`src/rtl/argmax_pkg.sv`:
```
// rtl/argmax_pkg.sv - shared constants, FSM encoding and index-width helper for the streaming argmax
package argmax_pkg;

    localparam int CHUNK_SIZE  = 16;
    localparam int CHUNK_IDX_W = 4;

    typedef enum logic [1:0] {
        ST_ACCUM = 2'd0,
        ST_DRAIN = 2'd1,
        ST_DONE  = 2'd2
    } state_t;

    // Global index = chunk number above the 4-bit in-chunk position.
    function automatic int idx_w(input int num_chunks);
        return CHUNK_IDX_W + $clog2(num_chunks);
    endfunction

endpackage

```
`src/rtl/parallel_argmax_signed_16_inputs.sv`:
```
// rtl/parallel_argmax_signed_16_inputs.sv - combinational signed max/argmax over 16 elements
module parallel_argmax_signed_16_inputs
    import argmax_pkg::*;
#(
    parameter int WIDTH = 5
) (
    input  logic signed [WIDTH-1:0]       data [CHUNK_SIZE],
    output logic signed [WIDTH-1:0]       max_val,
    output logic        [CHUNK_IDX_W-1:0] max_idx
);

    // >= lets a later equal element take over, so ties resolve to the highest index.
    always_comb begin
        max_val = data[0];
        max_idx = '0;
        for (int k = 1; k < CHUNK_SIZE; k++) begin
            if (data[k] >= max_val) begin
                max_val = data[k];
                max_idx = CHUNK_IDX_W'(k);
            end
        end
    end

endmodule

```
`src/rtl/streaming_argmax_controller.sv`:
```
// rtl/streaming_argmax_controller.sv - chunked running argmax over NUM_CHUNKS*16 elements; optional ARGMAX_PIPE_EN
module streaming_argmax_controller
    import argmax_pkg::*;
#(
    parameter  int WIDTH      = 5,
    parameter  int NUM_CHUNKS = 4,
    localparam int CNT_W      = (NUM_CHUNKS > 1) ? $clog2(NUM_CHUNKS) : 1,
    localparam int IDX_W      = idx_w(NUM_CHUNKS)
) (
    input  logic                          clk,
    input  logic                          rst,
    input  logic                          in_valid,
    output logic                          in_ready,
    input  logic [CHUNK_SIZE*WIDTH-1:0]   in_data,
    output logic                          out_valid,
    input  logic                          out_ready,
    output logic signed [WIDTH-1:0]       out_max,
    output logic        [IDX_W-1:0]       out_argmax
);

    localparam logic [CNT_W-1:0] LAST = CNT_W'(NUM_CHUNKS - 1);

    state_t                   state;
    logic [CNT_W-1:0]         cnt;
    logic signed [WIDTH-1:0]  run_max;
    logic [IDX_W-1:0]         run_idx;

    logic signed [WIDTH-1:0]  elems [CHUNK_SIZE];
    logic signed [WIDTH-1:0]  c_max;
    logic [CHUNK_IDX_W-1:0]   c_arg;

    for (genvar k = 0; k < CHUNK_SIZE; k++) begin : g_unpack
        assign elems[k] = in_data[k*WIDTH +: WIDTH];
    end

    parallel_argmax_signed_16_inputs #(
        .WIDTH   (WIDTH)
    ) u_argmax (
        .data    (elems),
        .max_val (c_max),
        .max_idx (c_arg)
    );

    logic accept;
    assign in_ready = (state == ST_ACCUM) && !rst;
    assign accept   = in_valid && in_ready;

    // a_* is the chunk result entering the accumulator (registered first when pipelined).
    logic                     a_valid;
    logic signed [WIDTH-1:0]  a_max;
    logic [CHUNK_IDX_W-1:0]   a_arg;
    logic [CNT_W-1:0]         a_chunk;

`ifdef ARGMAX_PIPE_EN
    logic                     p_valid;
    logic signed [WIDTH-1:0]  p_max;
    logic [CHUNK_IDX_W-1:0]   p_arg;
    logic [CNT_W-1:0]         p_chunk;

    assign a_valid = p_valid;
    assign a_max   = p_max;
    assign a_arg   = p_arg;
    assign a_chunk = p_chunk;
`else
    assign a_valid = accept;
    assign a_max   = c_max;
    assign a_arg   = c_arg;
    assign a_chunk = cnt;
`endif

    logic                     take;
    logic                     a_last;
    logic signed [WIDTH-1:0]  new_max;
    logic [IDX_W-1:0]         new_idx;

    // The first chunk seeds the running max; later equal maxima win so the global tie goes high.
    always_comb begin
        take    = (a_chunk == '0) || (a_max >= run_max);
        a_last  = (a_chunk == LAST);
        new_max = take ? a_max : run_max;
        new_idx = take ? IDX_W'({a_chunk, a_arg}) : run_idx;
    end

    always_ff @(posedge clk) begin
        if (rst) begin
            state      <= ST_ACCUM;
            cnt        <= '0;
            run_max    <= '0;
            run_idx    <= '0;
            out_valid  <= 1'b0;
            out_max    <= '0;
            out_argmax <= '0;
`ifdef ARGMAX_PIPE_EN
            p_valid    <= 1'b0;
`endif
        end else begin
`ifdef ARGMAX_PIPE_EN
            p_valid <= accept;
            if (accept) begin
                p_max   <= c_max;
                p_arg   <= c_arg;
                p_chunk <= cnt;
            end
`endif
            if (accept) begin
                cnt <= (cnt == LAST) ? '0 : cnt + CNT_W'(1);
            end

            if (a_valid) begin
                run_max <= new_max;
                run_idx <= new_idx;
                if (a_last) begin
                    out_max    <= new_max;
                    out_argmax <= new_idx;
                end
            end

            case (state)
                ST_ACCUM: begin
                    if (accept && cnt == LAST) begin
`ifdef ARGMAX_PIPE_EN
                        state     <= ST_DRAIN;
`else
                        state     <= ST_DONE;
                        out_valid <= 1'b1;
`endif
                    end
                end
                ST_DRAIN: begin
                    state     <= ST_DONE;
                    out_valid <= 1'b1;
                end
                ST_DONE: begin
                    if (out_ready) begin
                        state     <= ST_ACCUM;
                        out_valid <= 1'b0;
                    end
                end
                default: begin
                    state     <= ST_ACCUM;
                    out_valid <= 1'b0;
                end
            endcase
        end
    end

endmodule

```
`config.mk`:
```
export PLATFORM = sky130hd
export DESIGN_NAME = streaming_argmax_controller
export DESIGN_NICKNAME = d
export VERILOG_FILES = /design/src/rtl/argmax_pkg.sv /design/src/rtl/parallel_argmax_signed_16_inputs.sv /design/src/rtl/streaming_argmax_controller.sv
export SDC_FILE = /design/constraint.sdc
export NUM_CORES = 1
export LEC_CHECK = 0
export ABC_AREA = 0
export BUFFER_PORTS_ARGS = -buffer_cell sky130_fd_sc_hd__buf_2
export CORE_ASPECT_RATIO = 1.2
export CORE_MARGIN = 1.5
export CORE_UTILIZATION = 30
export CTS_BUF_LIST = sky130_fd_sc_hd__clkbuf_2
export DETAILED_ROUTE_END_ITERATION = 16
export PLACE_DENSITY_LB_ADDON = 0.05
export SLEW_MARGIN = 25
export SYNTH_ARGS = -nofsm -noshare
export SYNTH_HDL_FRONTEND = slang
export SYNTH_SLANG_ARGS = --single-unit
```
`constraint.sdc`:
```
create_clock -name clk -period 88.2 [get_ports clk]
set_input_delay 17.64 -clock clk [delete_from_list [all_inputs] [get_ports clk]]
set_output_delay 17.64 -clock clk [all_outputs]
set_load 0.05 [all_outputs]
```
Word level (Yosys, flattened, before mapping) --
Cells that the tools add are included.
Word-level totals: flip-flop bits (word level) 27
Operators by class: add/subtract/negate cells 1, magnitude comparators 16, equality and inequality tests 5, multiplexer cells 39, reduce and logical (&&, ||, !) cells 9
Operators by type and width (number):
- $ge A5 B5 Y1 | 16
- $mux W5 | 16
- $mux W4 | 8
- $mux W3 | 4
- $mux W2 | 5
- $mux W6 | 1
- $pmux W2 S3 | 1
- $eq A2 B2 Y1 const B | 2
- $logic_not A2 Y1 | 2
- $reduce_and A2 Y1 | 2
- $logic_and A1 B1 Y1 | 3
- $mux W1 | 3
- $pmux W1 S3 | 1
- $add A2 B1 Y2 const B | 1
- $eq A2 B1 Y1 const B | 1
- $ne A2 B1 Y1 const B | 1
- $ne A2 B2 Y1 const B | 1
- $logic_not A1 Y1 | 1
- $logic_or A1 B1 Y1 | 1

Depth between registers and ports, before layout --
Gate-level depths: netlist (run 1).
depth after elaboration 33, gate-level depth with buffers 142, depth with buffers taken out 135

Hierarchy --
From an unflattened synthesis (run 1), not the netlist that was laid out.
Unflattened totals: cells, all modules 709, area total of the unflattened synthesis 5192.5 um2
By module, submodules not included:
- parallel_argmax_signed_16_inputs | times used 1, cells each 569, area an instance 3903.7 um2
- streaming_argmax_controller | times used 1, cells each 140, area an instance 1288.7 um2

Least setup slack after synthesis (run 1) --
Ideal clock, no wire load.
path kind in2reg, from in in_data[2], to reg out_argmax[0], data arrival time 42.912 ns, data required time 88.072 ns, path slack 45.160 ns, stages on the path 130, path buffers 7, cell sequence inv_1 > ha_1 > a21oi_1 > o32a_1 > nand2_1 > mux2_2 > ha_1 > nor2b_1 > o211ai_1 > nand2_1 > clkbuf_1 > mux2_2 > ha_1 > nor2b_1 > o21ai_1 > a21oi_1 > mux2_2 > ha_1 > [94 not listed] > nand2b_1 > a21oi_1 > nor2b_1 > o21ai_0 > a31oi_1 > clkbuf_1 > a221oi_1 > ha_1 > nand2b_1 > a21oi_1 > nor2b_1 > o21ai_0 > a31oi_1 > or2_2 > clkbuf_1 > clkbuf_1 > o22ai_1 > o21ai_0
Between the ends: cells in the longest elaborated chain, start to end 33, elaborated cells between the ends (all ways) 48
Ends and longest elaborated chain:
- from (decl) | line streaming_argmax_controller.sv:14 | input logic [CHUNK_SIZE*WIDTH-1:0] in_data,
- $ge A5 B5 Y1 | line parallel_argmax_signed_16_inputs.sv:17 | if (data[k] >= max_val) begin
- $mux W5 | line parallel_argmax_signed_16_inputs.sv:17
- $ge A5 B5 Y1 | line parallel_argmax_signed_16_inputs.sv:17
- $mux W5 | line parallel_argmax_signed_16_inputs.sv:17
- $ge A5 B5 Y1 | line parallel_argmax_signed_16_inputs.sv:17
- $mux W5 | line parallel_argmax_signed_16_inputs.sv:17
- $ge A5 B5 Y1 | line parallel_argmax_signed_16_inputs.sv:17
- $mux W5 | line parallel_argmax_signed_16_inputs.sv:17
- [17 not listed]
- $mux W5 | line parallel_argmax_signed_16_inputs.sv:17
- $ge A5 B5 Y1 | line parallel_argmax_signed_16_inputs.sv:17
- $mux W5 | line parallel_argmax_signed_16_inputs.sv:17
- $ge A5 B5 Y1 | line parallel_argmax_signed_16_inputs.sv:17
- $mux W5 | line parallel_argmax_signed_16_inputs.sv:17
- $ge A5 B5 Y1 | line streaming_argmax_controller.sv:78 | take = (a_chunk == '0) || (a_max >= run_max);
- $logic_or A1 B1 Y1 | line streaming_argmax_controller.sv:78
- $mux W6 (*) | line streaming_argmax_controller.sv:81 | new_idx = take ? IDX_W'({a_chunk, a_arg}) : run_idx;
- to (signal assigned) | line streaming_argmax_controller.sv:114 | out_argmax <= new_idx;
- to (decl) | line streaming_argmax_controller.sv:18 | output logic [IDX_W-1:0] out_argmax
Every way passes the cells marked *; elsewhere a longest branch is shown, timed or not. A chain may end at the register's enable or synchronous reset.

Final worst setup path (run 1) --
from in in_data[3], to reg run_max[1]
Between the ends: cells in the longest elaborated chain, start to end 33
Ends and longest elaborated chain:
- $ge A5 B5 Y1 | line parallel_argmax_signed_16_inputs.sv:17
- $mux W5 (*) | line parallel_argmax_signed_16_inputs.sv:17
- $ge A5 B5 Y1 | line parallel_argmax_signed_16_inputs.sv:17
- $mux W5 (*) | line parallel_argmax_signed_16_inputs.sv:17
- $ge A5 B5 Y1 | line parallel_argmax_signed_16_inputs.sv:17
- $mux W5 (*) | line parallel_argmax_signed_16_inputs.sv:17
- $ge A5 B5 Y1 | line parallel_argmax_signed_16_inputs.sv:17
- $mux W5 (*) | line parallel_argmax_signed_16_inputs.sv:17
- [17 not listed]
- $mux W5 (*) | line parallel_argmax_signed_16_inputs.sv:17
- $ge A5 B5 Y1 | line parallel_argmax_signed_16_inputs.sv:17
- $mux W5 (*) | line parallel_argmax_signed_16_inputs.sv:17
- $ge A5 B5 Y1 | line parallel_argmax_signed_16_inputs.sv:17
- $mux W5 (*) | line parallel_argmax_signed_16_inputs.sv:17
- $ge A5 B5 Y1 | line streaming_argmax_controller.sv:78
- $logic_or A1 B1 Y1 | line streaming_argmax_controller.sv:78
- $mux W5 (*) | line streaming_argmax_controller.sv:80 | new_max = take ? a_max : run_max;
- to (signal assigned) | line streaming_argmax_controller.sv:110 | run_max <= new_max;
- to (decl) | line streaming_argmax_controller.sv:25 | logic signed [WIDTH-1:0] run_max;
Marked as above.

==> results of run 1 <==
-- stage by stage --
| step | cells | util | setup WS [ns] | hold WS, ns |
|---|---|---|---|---|
| 4_1_cts | 996 | 0.3485 | 41.50 | 0.4712 |
| 2_1_floorplan | 697 | - | 45.16 | 0.4249 |
| 5_1_grt | 996 | 0.3485 | 39.14 | 0.4944 |
| 3_5_place_dp | 992 | 0.3471 | 41.28 | 0.4428 |
| 6_report | 996 | 0.3485 | 41.73 | 0.4690 |
| 3_3_place_gp | 992 | 0.3471 | 41.62 | 0.4356 |
-- synth_stat cells (all sizes together), types with 9 or more instances --
| cell type | instances | area, um^2 |
|---|---|---|
| nand3 | 10 | 50.05 |
| o211ai | 12 | 90.09 |
| nor2 | 57 | 214.0 |
| o21a | 11 | 82.58 |
| o31ai | 16 | 133.9 |
| a21oi | 54 | 270.3 |
| nor2b | 20 | 125.1 |
| a31oi | 10 | 75.07 |
| or2 | 9 | 56.31 |
| ha | 49 | 613.1 |
| nor3 | 13 | 65.06 |
| o21ai | 45 | 225.2 |
| inv | 59 | 221.5 |
| nand2 | 76 | 285.3 |
| mux2 | 16 | 183.9 |
| a21o | 9 | 67.56 |
| and2 | 9 | 56.30 |
| clkbuf | 9 | 33.78 |
| dfxtp | 25 | 500.5 |
| nand2b | 38 | 237.7 |
-- sequential cells by signal (all words and copies together), names as in the netlist --
register and count:
out_argmax 6, run_idx 6, out_max 5, a_chunk 2
run_max 5, out_valid 1
-- routing by layer --
| layer | track usage | vias up | wire length (um) |
|---|---|---|---|
| li1 | - | 2794 | - |
| met5 | 0 | - | 0 |
| met2 | 0.3364 | 79 | 7684 |
| met3 | 0.009984 | 4 | 315 |
| met4 | 0.01441 | 0 | 64 |
| met1 | 0.2093 | 2502 | 6638 |
-- cell type report --
type,count,share of cell area
clock buffers,3,0.002668
clock inverters,1,0.001334
inverters,60,0.04003
multi-input cells,598,0.7332
flip-flops and latches,25,0.08895
well taps,212,0.04714
repair buffers,97,0.08672
-- worst max-delay path by stage --
| stage | start | to | slack [ns] | cells after the start |
|---|---|---|---|---|
| after detailed placement | in_data[3] | run_max[1]$_SDFFE_PP0P_ | 41.28 | 128 |
| final | in_data[3] | run_max[1]$_SDFFE_PP0P_ | 41.73 | 127 |
| after floorplan | in_data[2] | out_argmax[0]$_SDFFE_PP0P_ | 45.16 | 130 |
| after CTS | in_data[3] | run_max[1]$_SDFFE_PP0P_ | 41.50 | 128 |
| after global placement | in_data[3] | run_max[2]$_SDFFE_PP0P_ | 41.62 | 127 |
| after global routing | in_data[4] | run_max[0]$_SDFFE_PP0P_ | 39.14 | 128 |
-- cells by family after synthesis --
group | count (synthesis) | synth area share
muxes | 24 | 0.05372
DFF | 25 | 0.1018
AOI/OAI and AO/OA | 254 | 0.3745
and+or+nand+nor | 264 | 0.2719
buffers and inverters | 74 | 0.05881
adders and majority gates | 56 | 0.1393
-- worst reg2reg max path, stage by stage (launching register included) --
cell,delay (ns)
dfxtp_1,0.39
ha_1,0.28
nand2b_1,0.13
a21oi_1,0.15
nor2b_1,0.06
o21ai_0,0.15
a31oi_1,0.12
nor2_1,0.51
nand2_1,0.10
o21ai_1,0.35
a22o_1,0.22
==> reports/results.tsv, run 1 <==
metric	value	unit
Fill cells	1811	
maximum fanout along the worst path	15	
share of layout cells above drive strength 1	0.1901	
top_reg_cell synth	dfxtp_1	
R2R depth	10	
Final nets	918	
root buf cell	clkbuf_2	
syn_nets	830	
port bufs	96	
Die Footprint	17160	um^2
CP most frequent cell	ha_1	
RSZ-0062 raised after global routing	no	
Final Max Tran Viols	0	
syn avg cell area	7.051	um^2
Worst path slowest cell	a31oi_2	
register area share after synthesis	0.1018	
Initial DRT Pass Iterations	5	
diode count	0	
vias	5379	
initial core utilization	0.3044	
Antenna Nets Post-Route	0	
drt drc	0	
status	completed	
Ys Warns	0	
DRT Wirelength	14700	um
Layout Skew	0.01879	ns
Final period util	0.5268	
first-pass GRT wire length	24570	um
WP data arrival	46.78	ns
Reg-to-Reg Start	run_max[0]$_SDFFE_PP0P_	
Die X	119.8	um
GPL Wtd Cong	0.8315	
io pins	97	
H-tree depth	1	
startpoint types	input pin	
clk sink count	25	
Hold Path Sink	run_max[4]$_SDFFE_PP0P_	
# resized after CTS	0	
FF+latch count, synth	25	
antenna violations before repair	0	
Syn Inst Count	697	
Layout Area Growth over Synthesis	14.49	%
R2R setup slack	85.70	ns
Min-Delay Path Class	reg -> reg	
CP Buf/Inv Count	12	
Max Fclk	21.52	MHz
TritonCTS Buffers	3	
Core ar.	16140	um^2
Skew-Pair Late Insertion Delay	0.36	ns
hold-critical path depth	2	
1st-iter DRT viols	276	
grt total ovfl	0	
crit end category	register	
hold path start	run_max[4]$_SDFFE_PP0P_	
Rows	51	
Final Hold Vio Count	0	
delay of the slowest critical-path stage	0.68	ns
GRT Util Overall	0.1706	
worst-margin pin slew	0.7510	ns
vias in the first global route	5190	
CTS clock-pin slew for the worst setup and hold paths	0.26	ns
R2R Path End	run_max[1]$_SDFFE_PP0P_	
most frequent cells in the layout	buf_2, nand2_1, inv_1	
EDFF count, synth	0	
placed instance area	5604	um^2
hpwl dp	12720	um
hold_buf cts	0	
Vias per Instance	5.401	
synth unique cells	85	
setup TNS	0	ns
CTS tree	yes	
final instance area	5627	um^2
Crit path max-delay family	compound AO/OA/AOI/OAI gates	
area used by multi-input combinational logic	4125	um^2
CP Class	in -> reg	
per-cell routed wire length	14.76	um
Sequential Area	500.5	um^2
most common cell after layout, fill and taps aside	buf_2	
height of the die	143.2	um
worst rel slew slack	0.4978	
Final Setup Violations	0	
Tmin final	46.47	ns
maxcap violations	0	
Post-CTS Setup Inserts	0	
CTS Buffer Depth	2	
largest net degree at the start of global routing	18	
Syn Std Cell Area	4915	um^2
CP required	88.51	ns
Async SR Flop Fraction	0	
Power of run 1 is not shown: default switching activity piles up to over one toggle a cycle in this logic, so the estimate is an artifact.
==> inputs of run 2 (changes only) <==
clock period = 47.3 ns   (was 88.2 ns; I/O delays follow)
==> run 2 against run 1 <==
  * Via count decreased by 0.82%
  * Wire length decreased by 2.3%
  * Clock-buffer cell count unchanged
  * Hold slack improved by 0.0021 ns
  * Non-clock buffer count decreased by 1
  * Final cell count decreased by 0.10%
  * Worst setup slack got worse by 33 ns
  * Die area unchanged
  * First-iteration DRC count increased by 4.3%
  * Global-route usage decreased by 0.52 points
  * Sequential share of layout area about the same
  * Sequential cell count unchanged
  * Largest cell class unchanged
==> reports/results.tsv, run 2 (synthesized netlist as in run 1, its figures left out) <==
metric	value	unit
worst-margin pin slew	0.7541	ns
Layout Skew	0.02775	ns
largest net degree at the start of global routing	18	
Core ar.	16140	um^2
RSZ-0062 raised after global routing	no	
WP data arrival	39.15	ns
Final Max Tran Viols	0	
Post-CTS Setup Inserts	0	
Tmin final	38.84	ns
CP Class	in -> reg	
TritonCTS Buffers	3	
first-pass GRT wire length	23760	um
Final Setup Violations	0	
initial core utilization	0.3044	
Skew-Pair Late Insertion Delay	0.37	ns
vias in the first global route	5118	
CP Buf/Inv Count	11	
setup TNS	0	ns
H-tree depth	1	
Min-Delay Path Class	reg -> reg	
Rows	51	
CP most frequent cell	ha_1	
Final Hold Vio Count	0	
Crit path max-delay family	compound AO/OA/AOI/OAI gates	
grt total ovfl	0	
status	completed	
1st-iter DRT viols	288	
Layout Area Growth over Synthesis	14.46	%
DRT Wirelength	14360	um
GRT Util Overall	0.1654	
maxcap violations	0	
Regs by FF count	out_argmax: 6 flops, run_idx: 6 flops	
most common cell after layout, fill and taps aside	buf_2	
crit end category	register	
Reg-to-Reg Start	run_max[0]$_SDFFE_PP0P_	
port bufs	96	
CTS clock-pin slew for the worst setup and hold paths	0.23	ns
GPL Wtd Cong	0.8609	
CTS Buffer Depth	2	
Antenna Nets Post-Route	0	
clk sink count	25	
height of the die	143.2	um
Die X	119.8	um
vias	5335	
CTS tree	yes	
hold path start	run_max[4]$_SDFFE_PP0P_	
io pins	97	
share of layout cells above drive strength 1	0.1903	
antenna violations before repair	0	
Die Footprint	17160	um^2
diode count	0	
Setup crit start	in_data[3]	
root buf cell	clkbuf_2	
delay of the slowest critical-path stage	0.68	ns
Final nets	917	
Max Fclk	25.75	MHz
CP required	47.61	ns
hold_buf cts	0	
# resized after CTS	0	
most frequent cells in the layout	buf_2, nand2_1, inv_1	
Final period util	0.8212	
Initial DRT Pass Iterations	4	
maximum fanout along the worst path	15	
drt drc	0	
per-cell routed wire length	14.44	um
worst rel slew slack	0.4957	
startpoint types	input pin	
Worst path slowest cell	a31oi_2	
Vias per Instance	5.362	
hpwl dp	12330	um
[run 2: cell type report]
type	count	area [um^2]
Multi-Input combinational cell	598	4131
Tap cell	212	265.3
Timing Repair Buffer	96	480.5
Inverter	60	225.2
Clock buffer	3	15.01
Sequential cell	25	500.5
Clock inverter	1	7.507
Fill cell	1772	10520
[run 2: per-stage QoR]
| stage | hold slack, ns | util | setup slack [ns] | cell area, um^2 | instances |
|---|---|---|---|---|---|
| after global placement | 0.4374 | 0.3467 | 7.956 | 5597 | 991 |
| after CTS | 0.4732 | 0.3484 | 8.204 | 5625 | 995 |
| final | 0.4711 | 0.3484 | 8.459 | 5625 | 995 |
| after floorplan | 0.4249 | - | 12.44 | 4915 | 697 |
| after detailed placement | 0.4473 | 0.3471 | 7.943 | 5603 | 991 |
| after global routing | 0.5080 | 0.3484 | 5.686 | 5625 | 995 |
[run 2: worst paths after layout]
path	endpoint	cells after the start	slack (ns)
worst min-delay path	run_max[4]$_SDFFE_PP0P_	2	0.47
worst max register to register	run_max[3]$_SDFFE_PP0P_	10	44.74
worst min register to register	run_max[4]$_SDFFE_PP0P_	2	0.47
worst max-delay path	run_max[3]$_SDFFE_PP0P_	126	8.46
[run 2: worst reg2reg max path, delay by kind of cell (launching register included)]
family	cells	cell delay, ns
DFF	1	0.39
and+or+nand+nor	4	0.84
adders and majority gates	1	0.28
AOI/OAI and AO/OA	5	0.98
[run 2: layer usage]
metal | part of all wire | GRT usage | vias up
met5 | 0 | 0 | -
met4 | 0.0061 | 0.01692 | 0
met3 | 0.025 | 0.009585 | 10
met2 | 0.51 | 0.3261 | 87
met1 | 0.46 | 0.2019 | 2447
li1 | - | - | 2791
Power of run 2 is left out for the same reason.
==> inputs of run 3 (changes only) <==
clock period = 34.4 ns   (was 47.3 ns; I/O delays follow)
==> run 3 against run 2 <==
  * Global-route usage is 0.33 points higher
  * Design area is 5.4% higher
  * Clock skew is 0.024 ns lower
==> reports/results.tsv, run 3 (synthesized netlist as in run 1, its figures left out) <==
metric	value	unit
status	completed	
first-pass GRT wire length	24320	um
height of the die	143.2	um
Reg-to-Reg Start	run_max[0]$_SDFFE_PP0P_	
worst rel slew slack	0.5485	
drt drc	0	
most frequent cells in the layout	buf_2, nand2_1, inv_1	
Final period util	0.9412	
R2R depth	10	
1st-iter DRT viols	272	
antenna violations before repair	0	
worst-margin pin slew	0.6772	ns
Setup crit start	in_data[3]	
Initial DRT Pass Iterations	4	
crit path to	out_max[0]$_SDFFE_PP0P_	
Regs by FF count	out_argmax: 6 flops, run_idx: 6 flops	
most common cell after layout, fill and taps aside	buf_2	
Tmin final	32.38	ns
CP required	34.64	ns
Sequential Area	500.5	um^2
Rows	51	
CP Class	in -> reg	
R2R Path End	out_max[0]$_SDFFE_PP0P_	
Fill cells	1796	
CTS clock-pin slew for the worst setup and hold paths	0.23	ns
CTS tree	yes	
grt total ovfl	0	
delay of the slowest critical-path stage	0.41	ns
Antenna Nets Post-Route	0	
Final Max Tran Viols	0	
Worst path slowest cell	nor3_2	
share of layout cells above drive strength 1	0.2347	
Final Hold Vio Count	0	
Layout Skew	0.004082	ns
Core ar.	16140	um^2
Fin Hold WS	0.4654	ns
Vias per Instance	5.308	
Max Fclk	30.89	MHz
diode count	0	
TritonCTS Buffers	3	
Die X	119.8	um
io pins	97	
Final Setup Violations	0	
per-cell routed wire length	14.32	um
WP data arrival	32.61	ns
Die Footprint	17160	um^2
Min-Delay Path Class	reg -> reg	
maximum fanout along the worst path	14	
vias	5467	
GRT Util Overall	0.1687	
Layout Area Growth over Synthesis	20.65	%
hpwl dp	12780	um
largest net degree at the start of global routing	18	
root buf cell	clkbuf_2	
maxcap violations	0	
vias in the first global route	5194	
startpoint types	input pin	
H-tree depth	1	
area used by multi-input combinational logic	4163	um^2
Final nets	952	
crit end category	register	
Skew-Pair Late Insertion Delay	0.34	ns
initial core utilization	0.3044	
DRT Wirelength	14750	um
clk sink count	25	
GPL Wtd Cong	0.8352	
port bufs	96	
R2R setup slack	32.21	ns
CP most frequent cell	ha_1	
CTS Buffer Depth	2	
## run 3: cell types whose count changed in the layout (fill, tap and decap cells not counted), sizes merged
cell      delta
buf         +35
clkbuf       +1
clkinvlp     -1
## run 3: per-stage QoR
step	cells	TNS [ns]	utilization	area (um^2)	setup WS [ns]
after CTS	1026	0	0.3631	5862	1.169
after global routing	1030	-0.02270	0.3673	5929	-0.01848
after detailed placement	1022	0	0.3619	5842	0.8175
after global placement	1022	0	0.3619	5842	1.223
final	1030	0	0.3673	5929	2.024
after floorplan	697	0	-	4915	2.120
## run 3: critical path, delay by kind of cell
| family | cells | cell delay, ns |
|---|---|---|
| simple gates | 40 | 6.66 |
| buf+inv | 14 | 1.38 |
| fa+ha+maj | 20 | 5.47 |
| compound gates | 43 | 8.82 |
| mux | 9 | 3.35 |
## run 3: cell type report
type,count,share of cell area
Multi-Input combinational cell,598,0.7020
Timing Repair Buffer,131,0.1275
Sequential cell,25,0.08441
Tap cell,212,0.04474
Inverter,60,0.03798
Clock buffer,4,0.003376
## run 3: worst min path at each step
| stage | cells past startpoint | startpoint | end | slack, ns |
|---|---|---|---|---|
| final | 2 | run_max[4]$_SDFFE_PP0P_ | run_max[4]$_SDFFE_PP0P_ | 0.47 |
| after global placement | 2 | run_max[4]$_SDFFE_PP0P_ | run_max[4]$_SDFFE_PP0P_ | 0.44 |
| after CTS | 2 | run_max[4]$_SDFFE_PP0P_ | run_max[4]$_SDFFE_PP0P_ | 0.47 |
| after floorplan | 2 | run_idx[4]$_SDFFE_PP0P_ | run_idx[4]$_SDFFE_PP0P_ | 0.42 |
| after detailed placement | 2 | run_max[4]$_SDFFE_PP0P_ | run_max[4]$_SDFFE_PP0P_ | 0.44 |
| after global routing | 2 | run_max[4]$_SDFFE_PP0P_ | run_max[4]$_SDFFE_PP0P_ | 0.49 |
## run 3: timing repair
item / in CTS / in global routing
hold buffers: 0 / 0
resized for setup: 0 / 12
setup endpoints to repair: 0 / 22
setup buffers: 0 / 4
## run 3: layer usage
layer	share of wire	vias to the layer above	wire [um]	GRT usage
met1	0.46	2519	6736	0.2074
met5	0	-	0	0
met3	0.023	8	332	0.01278
met4	0.0061	0	90	0.01692
met2	0.51	70	7588	0.3285
li1	-	2870	-	-
Power of run 3 is left out for the same reason.
